`config.mk`:
```
export PLATFORM = sky130hd
export DESIGN_NAME = rx_backend
export DESIGN_NICKNAME = d
export VERILOG_FILES = /design/src/rtl/rx_backend.sv
export SDC_FILE = /design/constraint.sdc
export NUM_CORES = 1
export LEC_CHECK = 0
export BUFFER_PORTS_ARGS = -buffer_cell sky130_fd_sc_hd__buf_2
export CAP_MARGIN = 10
export CORE_AREA = 2 2 78 80
export DETAILED_ROUTE_END_ITERATION = 8
export DIE_AREA = 0 0 80 82
export GPL_TIMING_DRIVEN = 0
export HOLD_SLACK_MARGIN = 0.06
export PLACE_DENSITY = 0.75
export SYNTH_ARGS = -nofsm -noshare
export SYNTH_HDL_FRONTEND = slang
export SYNTH_SLANG_ARGS = --single-unit
```
`constraint.sdc`:
```
create_clock -name clk_i -period 6.8 [get_ports clk_i]
set_input_delay 2.04 -clock clk_i [delete_from_list [all_inputs] [get_ports clk_i]]
set_output_delay 2.04 -clock clk_i [all_outputs]
set_load 0.1 [all_outputs]
```
`src/rtl/rx_backend.sv`:
```
`default_nettype none
// ============================================================================
// Module   : rx_backend
// Brief    : UART receive back end. Decodes a sampled frame into data, a
//            framing flag and a parity flag, then queues the result in a
//            small receive FIFO with a sticky overrun flag.
//            Optional parity handling is built in when the macro
//            WBUART_RX_PARITY_EN is defined.
// Revision : 1.0 - initial release
// ============================================================================
module rx_backend #(
    parameter int FIFO_DEPTH = 4
) (
    input  logic        clk_i,
    input  logic        rst_i,
    input  logic [10:0] frame_i,
    input  logic        frame_valid_i,
    input  logic [1:0]  data_size_i,
    input  logic        parity_en_i,
    input  logic        parity_odd_i,
    input  logic        stop_bits_i,
    input  logic        rx_ack_i,
    input  logic        clear_err_i,
    output logic [7:0]  rx_data_o,
    output logic        rx_valid_o,
    output logic        frame_err_o,
    output logic        parity_err_o,
    output logic        overrun_o
);

    localparam int AW = $clog2(FIFO_DEPTH);
    localparam logic [AW:0] c_ptr_one = {{AW{1'b0}}, 1'b1};

    // Decode stage registers
    logic        r_dec_valid;
    logic [10:0] r_frame;
    logic [1:0]  r_size;
    logic        r_stop2;

    // Decode results
    logic [3:0]  w_n;
    logic [3:0]  w_stop_idx;
    logic [7:0]  w_data;
    logic        w_p;
    logic        w_fe;
    logic        w_pe;

    // FIFO state: entry = {data[7:0], fe, pe}
    logic [9:0]  r_mem [FIFO_DEPTH];
    logic [AW:0] r_wptr;
    logic [AW:0] r_rptr;
    logic        r_overrun;
    logic        w_empty;
    logic        w_full;
    logic        w_pop;
    logic        w_push;
    logic        w_drop;
    logic [9:0]  w_head;

`ifdef WBUART_RX_PARITY_EN
    logic        r_par_en;
    logic        r_par_odd;

    // Parity configuration is captured together with the frame
    always_ff @(posedge clk_i) begin
        if (frame_valid_i) begin
            r_par_en  <= parity_en_i;
            r_par_odd <= parity_odd_i;
        end
    end
`else
    // Parity inputs have no function in this build
    logic w_unused_parity;
    assign w_unused_parity = parity_en_i ^ parity_odd_i;
`endif

    // Decode valid flag; only this bit needs reset, the payload follows it
    always_ff @(posedge clk_i) begin
        if (rst_i) begin
            r_dec_valid <= 1'b0;
        end else begin
            r_dec_valid <= frame_valid_i;
        end
    end

    // Capture frame and configuration only on the strobe
    always_ff @(posedge clk_i) begin
        if (frame_valid_i) begin
            r_frame <= frame_i;
            r_size  <= data_size_i;
            r_stop2 <= stop_bits_i;
        end
    end

    // Split the registered frame into data, parity and stop fields
    always_comb begin
        w_n = 4'd5 + {2'b00, r_size};
        case (r_size)
            2'b00:   w_data = {3'b000, r_frame[4:0]};
            2'b01:   w_data = {2'b00,  r_frame[5:0]};
            2'b10:   w_data = {1'b0,   r_frame[6:0]};
            default: w_data = r_frame[7:0];
        endcase
`ifdef WBUART_RX_PARITY_EN
        w_p  = r_par_en;
        // Data bits above N-1 are already zero, so a full XOR reduction works
        w_pe = r_par_en & ((^w_data ^ r_frame[w_n]) != r_par_odd);
`else
        w_p  = 1'b0;
        w_pe = 1'b0;
`endif
        w_stop_idx = w_n + {3'b000, w_p};
        w_fe = ~r_frame[w_stop_idx] | (r_stop2 & ~r_frame[w_stop_idx + 4'd1]);
    end

    // FIFO status and push/pop qualification
    always_comb begin
        w_empty = (r_wptr == r_rptr);
        w_full  = (r_wptr[AW] != r_rptr[AW]) &&
                  (r_wptr[AW-1:0] == r_rptr[AW-1:0]);
        w_pop   = rx_ack_i & ~w_empty;
        // A pop in the same cycle frees the slot the push lands in
        w_push  = r_dec_valid & (~w_full | w_pop);
        w_drop  = r_dec_valid & w_full & ~w_pop;
        w_head  = r_mem[r_rptr[AW-1:0]];
    end

    // FIFO storage write, no reset needed
    always_ff @(posedge clk_i) begin
        if (w_push) begin
            r_mem[r_wptr[AW-1:0]] <= {w_data, w_fe, w_pe};
        end
    end

    // Read and write pointers
    always_ff @(posedge clk_i) begin
        if (rst_i) begin
            r_wptr <= '0;
            r_rptr <= '0;
        end else begin
            if (w_push) begin
                r_wptr <= r_wptr + c_ptr_one;
            end
            if (w_pop) begin
                r_rptr <= r_rptr + c_ptr_one;
            end
        end
    end

    // Sticky overrun flag; a drop takes priority over a clear
    always_ff @(posedge clk_i) begin
        if (rst_i) begin
            r_overrun <= 1'b0;
        end else if (w_drop) begin
            r_overrun <= 1'b1;
        end else if (clear_err_i) begin
            r_overrun <= 1'b0;
        end
    end

    // Head entry outputs are forced to zero while the FIFO is empty
    always_comb begin
        rx_valid_o   = ~w_empty;
        rx_data_o    = w_empty ? 8'h00 : w_head[9:2];
        frame_err_o  = ~w_empty & w_head[1];
        parity_err_o = ~w_empty & w_head[0];
        overrun_o    = r_overrun;
    end

endmodule
`default_nettype wire

```
Word level (Yosys, flattened, before mapping)
Memory sizes are Yosys's and may differ from the RTL's. A register that Yosys moved wholly into a read port is not among the register bits.
Cells that the tools add are included.
Word-level totals
  word-level logic and storage cells: 48
  input port bits: 21
  register bits after elaboration: 22
  memories kept: 1
  output and inout port bits: 12
  memory bits (writable): 36
Cells by class
  add/subtract/negate cells: 4
  equal/unequal tests: 5
  bitwise operators: 14
  muxes and demuxes: 12
  reduce and logical (&&, ||, !) cells: 3
  order comparisons: 2
Memories
  r_mem: depth 4, bits a word 9, rd ports 1, clocked after Yosys merged registers in 1, write ports 1, RTL line 49  | logic [9:0] r_mem [FIFO_DEPTH];
Operators with widths (count)
  8-bit case mux with 3 select lines: 1
  4-bit by 5-bit less-than comparator with 1-bit output, second input constant: 2
  1-bit binary-select mux with 4-bit select: 2
  8-bit 2-to-1 mux: 1
  3-bit by 1-bit adder with 3-bit output, second input constant: 2
  1-bit AND: 6
  1-bit 2-to-1 mux: 6
  1-bit inverter: 5
  3-bit by 2-bit adder with 4-bit output, first input constant: 1
  4-bit by 1-bit adder with 4-bit output, second input constant: 1
  2-bit 2-to-1 mux: 2
  3-bit equality test: 1
  2-bit by 1-bit equality test with 1-bit output, second input constant: 1
  2-bit equality test: 1
  2-bit equality test, second input constant: 1
  2-bit zero test: 1
  1-bit OR: 2
  2-bit nonzero test: 1
  1-bit AND, second input constant: 1
  1-bit logical AND: 1
  1-bit inequality test: 1

Longest topological paths before layout
Gate-level depths: netlist (run 1).
  depth in word-level cells: 7
  mapped depth: 8
  mapped depth without buffers: 6

Least setup slack after synthesis (run 1)
Ideal clock, no wire load.
  path type: flip-flop to output port
  start point: register r_wptr[1]
  end point: output rx_data_o[0]
  buffers on the path: 0
  required time: 4760 ps
  stages on the path, launching flop included: 4
  data arrival time: 2338 ps
  slack: 2422 ps
  cells stage by stage: dfxtp_1 -> xor2_1 -> nor3_1 -> nor2b_1
Between the ends
  longest elaborated chain between the ends: 2
RTL lines
  start: declaration: RTL line 50  | logic [AW:0] r_wptr;
  start signal: assignment: RTL line 142  | r_wptr <= r_wptr + c_ptr_one;
  3-bit equality test: RTL line 118  | w_empty = (r_wptr == r_rptr);
  8-bit 2-to-1 mux: RTL line 164  | rx_data_o = w_empty ? 8'h00 : w_head[9:2];
  end: declaration: RTL line 24  | output logic [7:0] rx_data_o,
No other way between the ends.

Worst setup path after layout (run 1)
  start point: register r_wptr[1]
  end point: output rx_data_o[5]
Same word-level chain as after synthesis.

==> out/results.tsv, run 1 <==
metric	value	unit
outcome	completed	
setup_viol	0	
finalHoldViolations	0	
vias_per_cell	4.778	
cts_buffers	9	
final_util	52.44	%
drv_slew	0	
place_ws	2.562	ns
switchingPower	0.3101	mW
clockPowerShare	30.9	%
syn_nets	191	
p_leak	1.146	nW
ys_ff_latch	60	
start_util	45.19	%
finalNonFillerCells	279	
synth_area_per_cell	16.23	µm²
core-area	5746	µm²
cts_tree	yes	
maxSlewHeadroom	24.99	%
layout_common_cells	edfxtp_1 (50), buf_2 (30), mux4_2 (12), nor2_1 (12), inv_1 (11)	
grtUsageTotal	13.09	%
muxShareOfSynthArea	13.35	%
p_per_area	317.2	nW/µm²
p_comb_share	24.0	%
synth_area_leader_cell	edfxtp_1	
synthSimpleGateAreaFrac	6.747	%
clockRootBuffer	clkbuf_8	
cts-hold-fix-buffers	0	
finalWirelength	3.724	mm
drcViolationCount	0	
holdCritPathClass	register to register	
finalClockSkew	0.004585	ns
synth_edf_count	50	
design_area	3013	µm²
drtIter0Drc	81	
tns	0	ns
vdd_drop_max	169.8	µV
clock_sinks	60	
period_needed	4.465	ns
vias	1333	
synth_top_area_share	57.83	%
overflow	0	
clk_pin_slew_worst_paths	0.06	ns
ys_seq_area_share	65.54	%
clockBufferDepth	2	
pwr-share-seq	45.1	%
detail_route.first_pass.iterations	4	
synth_flop_cell	edfxtp_1	
p_int	0.6457	mW
holdWs	0.5362	ns
setup_slack	2.335	ns
placed_cells	263	
critPathArrivalTime	2.43	ns
netlist_area	2596	µm²
async_reset_ff_share	0	%
grt_max_degree	16	
post_cts_buffers	0	
synthToLayoutAreaGrowth	16.05	%
power	0.9558	mW
clock_latency	0.33	ns
grt_pass1_vias	1310	
worst_slew_pin_slew	1.117	ns
rsz0062_at_grt	false	
endpoint_kind	output pin	
max_freq	224.0	MHz
regArea	1702	µm²
post_drt_wl_per_cell	13.35	µm
io_pins	33	
synth_area_leaders	edfxtp_1 (58%), mux4_2 (10%), dfxtp_1 (7.7%)	
syn_inst	160	
place_hpwl	2.540	mm
multiInputGateArea	823.3	µm²
start_kind	register	
cap_violations	0	
worstSetupPathType	register to output pin	
crit_required	4.76	ns
synth-xor-area-share	2.361	%
cp_max_fo	10	
die_h	82	µm
std_cell_rows	28	
grt_pass1_wl	6.134	mm
htree_levels	3	
power.share.switching	32.45	%
synth_fa_ha_area_share	4.819	%
cts_resized	0	
antenna_left	0	
gp_congestion	0.7410	
synth_compound_area_share	4.289	%
nFillCells	493	
placed_area	2830	µm²
final_common_cell	edfxtp_1	
numPortBuffers	28	
ys_types	38	
r2r_cells	8	
nets	230	
antenna-diode-count	0	
holdPathStages	0	
die-area	6560	µm²
final_layout_size_suffix_gt1_share	30.39	%
yosysWarningCount	0	
grt_antenna_before_repair	0	
die_w	80	µm
synth_top_family_by_area	multiplexers	
fin_crit_sh	65.66	%
path summary, 6_finish.rpt:
path / startpoint / endpoint / slack (ns)
worst max-delay path: r_wptr[1] / rx_data_o[5] / 2.33
worst min-delay path: r_frame[1] / r_mem[3][2] / 0.54
worst max register to register: r_size[0] / r_mem[0][0] / 4.26
worst min register to register: r_frame[1] / r_mem[3][2] / 0.54
synth_stat cells (2+ instances only):
cell / number
mux2i_1: 5
xor2_1: 5
dfxtp_1: 10
ha_1: 10
buf_2: 2
and2b_1: 2
nor2_1: 12
edfxtp_1: 50
nand3_1: 2
mux4_2: 12
xnor2_1: 2
inv_1: 11
nor2b_1: 10
nand2_1: 3
kinds of logic after synthesis:
logic type	count (synthesis)
compound gates	12
simple gates	34
flops	60
other cells	1
buf+inv	17
xor+xnor	7
mux	19
fa+ha+maj	10
power by group through the flow:
stage	logic, mW	clock network [mW]	registers (mW)
floorplan	0.196	0	0.435
global placement	0.229	0	0.438
detailed placement	0.232	0	0.439
CTS	0.232	0.305	0.431
global route	0.244	0.321	0.433
finish	0.229	0.296	0.431
flip-flops by register name, indices dropped and copies added (netlist names), named ones only:
signal / count
r_stop2: 1
r_mem: 36
r_frame: 11
r_rptr: 3
r_dec_valid: 1
overrun_o: 1
r_wptr: 3
r_size: 2
worst max-delay path, stage by stage (launching register included):
cell and delay (ns):
dfxtp_1 0.41, xor2_1 0.19, nor3_1 0.94, and2b_1 0.27, buf_2 0.28
layout make-up:
type,instances,area share (%)
plain buffers,6,0.9967
inverters,11,1.370
multi-input cells,83,27.33
repair buffers,28,4.651
clock buffers,10,4.236
flip-flops and latches,60,56.48
clock inverters,6,1.827
well taps,75,3.115
metal layers:
layer,GRT usage [%],vias to the layer above,share of wire (%)
met2,20.75,38,48
li1,-,671,-
met5,0,-,0
met1,16.20,619,45
met4,5.593,0,0.99
met3,4.945,5,6.3
Power figures use the tool's default switching activity.
==> run 2, diff against run 1 <==
Settings changed: PLACE_DENSITY 0.75 to 0.78.
Clock period 6.8 ns to 3.6 ns, I/O delays scaled along.
==> run 2 against run 1 <==
Critical path depth unchanged; highest routed layer unchanged; non-clock buffer count unchanged; design area decreased by 0.87%; combinational power increased by 90%; largest cell class unchanged; first-iteration DRC count increased by 26%; register-to-register slack got worse by 3.3 ns; sequential share of layout area increased by 0.50 points; power increased by 80%; count of clock-buffer cells in the layout increased by 2; die area unchanged; core utilization decreased by 0.46 points.
==> out/results.tsv, run 2 (synthesis gave the netlist of run 1 again) <==
metric	value	unit	change
worst_slew_pin_slew	0.8527	ns	-0.2638 ns
setup_slack	0.4544	ns	-1.880 ns
die-area	6560	µm²	unchanged
clk_pin_slew_worst_paths	0.06	ns	about the same
worstSetupPathType	register to output pin		
tns	0	ns	unchanged
post_drt_wl_per_cell	13.99	µm	+4.8%
post_cts_buffers	0		unchanged
p_leak	1.133	nW	-1.1%
switchingPower	0.5730	mW	+85%
cts_tree	yes		
htree_levels	3		unchanged
pwr-share-seq	47.3	%	+2.2 points
drv_slew	0		unchanged
start_util	45.19	%	unchanged
maxSlewHeadroom	42.94	%	+18 points
final_layout_size_suffix_gt1_share	29.41	%	-0.98 points
cts_buffers	9		unchanged
clock_latency	0.33	ns	about the same
final_common_cell	edfxtp_1		
std_cell_rows	28		unchanged
gp_congestion	0.7933		+7.1%
p_int	1.150	mW	+78%
cp_max_fo	10		unchanged
grt_max_degree	16		unchanged
clockPowerShare	27.5	%	-3.4 points
antenna-diode-count	0		unchanged
vias_per_cell	4.738		-0.83%
power.share.switching	33.26	%	+0.81 points
p_comb_share	25.3	%	+1.3 points
numPortBuffers	28		unchanged
place_ws	0.3466	ns	-2.216 ns
rr_endpoint	r_mem[1][0]		
cap_violations	0		unchanged
synthToLayoutAreaGrowth	15.04	%	
crit_required	2.52	ns	-2.24 ns
reg2reg_from	r_size[0]		
vias	1322		-0.83%
core-area	5746	µm²	unchanged
nFillCells	517		+4.9%
detail_route.first_pass.iterations	4		unchanged
p_per_area	576.9	nW/µm²	+82%
rsz0062_at_grt	false		
clockRootBuffer	clkbuf_8		
grt_pass1_wl	6.244	mm	+1.8%
overflow	0		unchanged
grt_pass1_vias	1304		-0.46%
hp-start	r_frame[1]		
clockBufferDepth	2		unchanged
period_needed	3.146	ns	
clock_sinks	60		unchanged
holdPathEnd	r_mem[2][2]		
drcViolationCount	0		unchanged
drtIter0Drc	102		+26%
grt_antenna_before_repair	0		unchanged
antenna_left	0		unchanged
die_w	80	µm	unchanged
rrSetupSlack	0.99	ns	-3.27 ns
r2r_cells	8		unchanged
critPathArrivalTime	2.07	ns	-0.36 ns
fin_crit_sh	87.38	%	
vdd_drop_max	331.7	µV	+95%
max_freq	317.9	MHz	
place_hpwl	2.681	mm	+5.5%
holdCritPathClass	register to register		
layout_common_cells	edfxtp_1 (50), buf_2 (30), mux4_2 (12), nor2_1 (12), inv_1 (11)		
holdPathStages	0		unchanged
grtUsageTotal	13.67	%	+0.58 points
io_pins	33		unchanged
die_h	82	µm	unchanged
finalWirelength	3.903	mm	+4.8%
nets	230		unchanged
setup_viol	0		unchanged
finalHoldViolations	0		unchanged
largest_reg_flops	36		unchanged
start_kind	register		
finalClockSkew	0.002436	ns	-0.002149 ns
endpoint_kind	output pin		
outcome	completed		
run 2: cell types whose count changed in the layout (fill, tap and decap cells not counted), sizes merged:
| cell | delta |
|---|---|
| clkbuf | +2 |
| clkinvlp | -1 |
| bufinv | -1 |
run 2: area by class of cell:
class | count | area (µm²) | area share [%]
Sequential cell | 60 | 1702 | 56.98
Multi-Input combinational cell | 83 | 828.3 | 27.73
Buffer | 6 | 30.03 | 1.005
Inverter | 11 | 41.29 | 1.382
Tap cell | 75 | 93.84 | 3.142
Timing Repair Buffer | 28 | 140.1 | 4.692
Clock inverter | 4 | 16.27 | 0.5446
Clock buffer | 12 | 135.1 | 4.525
run 2: worst max path at each step:
| stage | start | end | slack (ns) | cells after the start |
|---|---|---|---|---|
| 2_1_floorplan | r_wptr[1] | rx_data_o[0] | 0.18 | 3 |
| 3_3_place_gp | r_wptr[1] | rx_data_o[5] | 0.41 | 4 |
| 3_5_place_dp | r_wptr[1] | frame_err_o | 0.35 | 4 |
| 4_1_cts | r_wptr[1] | frame_err_o | 0.35 | 4 |
| 5_1_grt | r_wptr[1] | rx_data_o[5] | 0.21 | 4 |
| 6_report | r_wptr[1] | rx_data_o[5] | 0.45 | 4 |
run 2: power by group through the flow:
stage | clock network (mW) | registers (mW) | logic, mW
finish | 0.473 | 0.815 | 0.435
global route | 0.518 | 0.819 | 0.463
CTS | 0.491 | 0.815 | 0.440
detailed placement | 0 | 0.830 | 0.439
global placement | 0 | 0.827 | 0.434
floorplan | 0 | 0.822 | 0.369
run 2: worst max-delay path: stages (launching register included):
cell and delay [ns]:
dfxtp_1 0.41, xor2_1 0.19, nor3_2 0.59, and2b_1 0.25
buf_2 0.28
run 2: routing by layer:
layer | routed length, µm | global-route usage (%) | part of all wire [%]
met1 | 1668 | 15.04 | 43
met2 | 1934 | 22.75 | 50
met3 | 189 | 4.396 | 4.8
met5 | 0 | 0 | 0
met4 | 111 | 9.153 | 2.8
run 2: what timing repair did:
| action | 4_1_cts | 5_1_grt |
|---|---|---|
| endpoints found under the setup margin | 2 | 0 |
| resized for setup | 1 | 0 |
| hold buffers | 0 | 0 |
| endpoints found under the hold margin | 0 | 0 |
run 2: stage by stage:
step                hold slack [ns]  instances  area (µm²)  utilization, %  total power, mW
floorplan                    0.4764        160        2596               -            1.191
global placement             0.5119        263        2830           49.26            1.260
detailed placement           0.5308        263        2830           49.26            1.269
CTS                          0.5456        279        2987           51.98            1.747
global route                 0.5719        279        2987           51.98            1.800
finish                       0.5480        279        2987           51.98            1.723
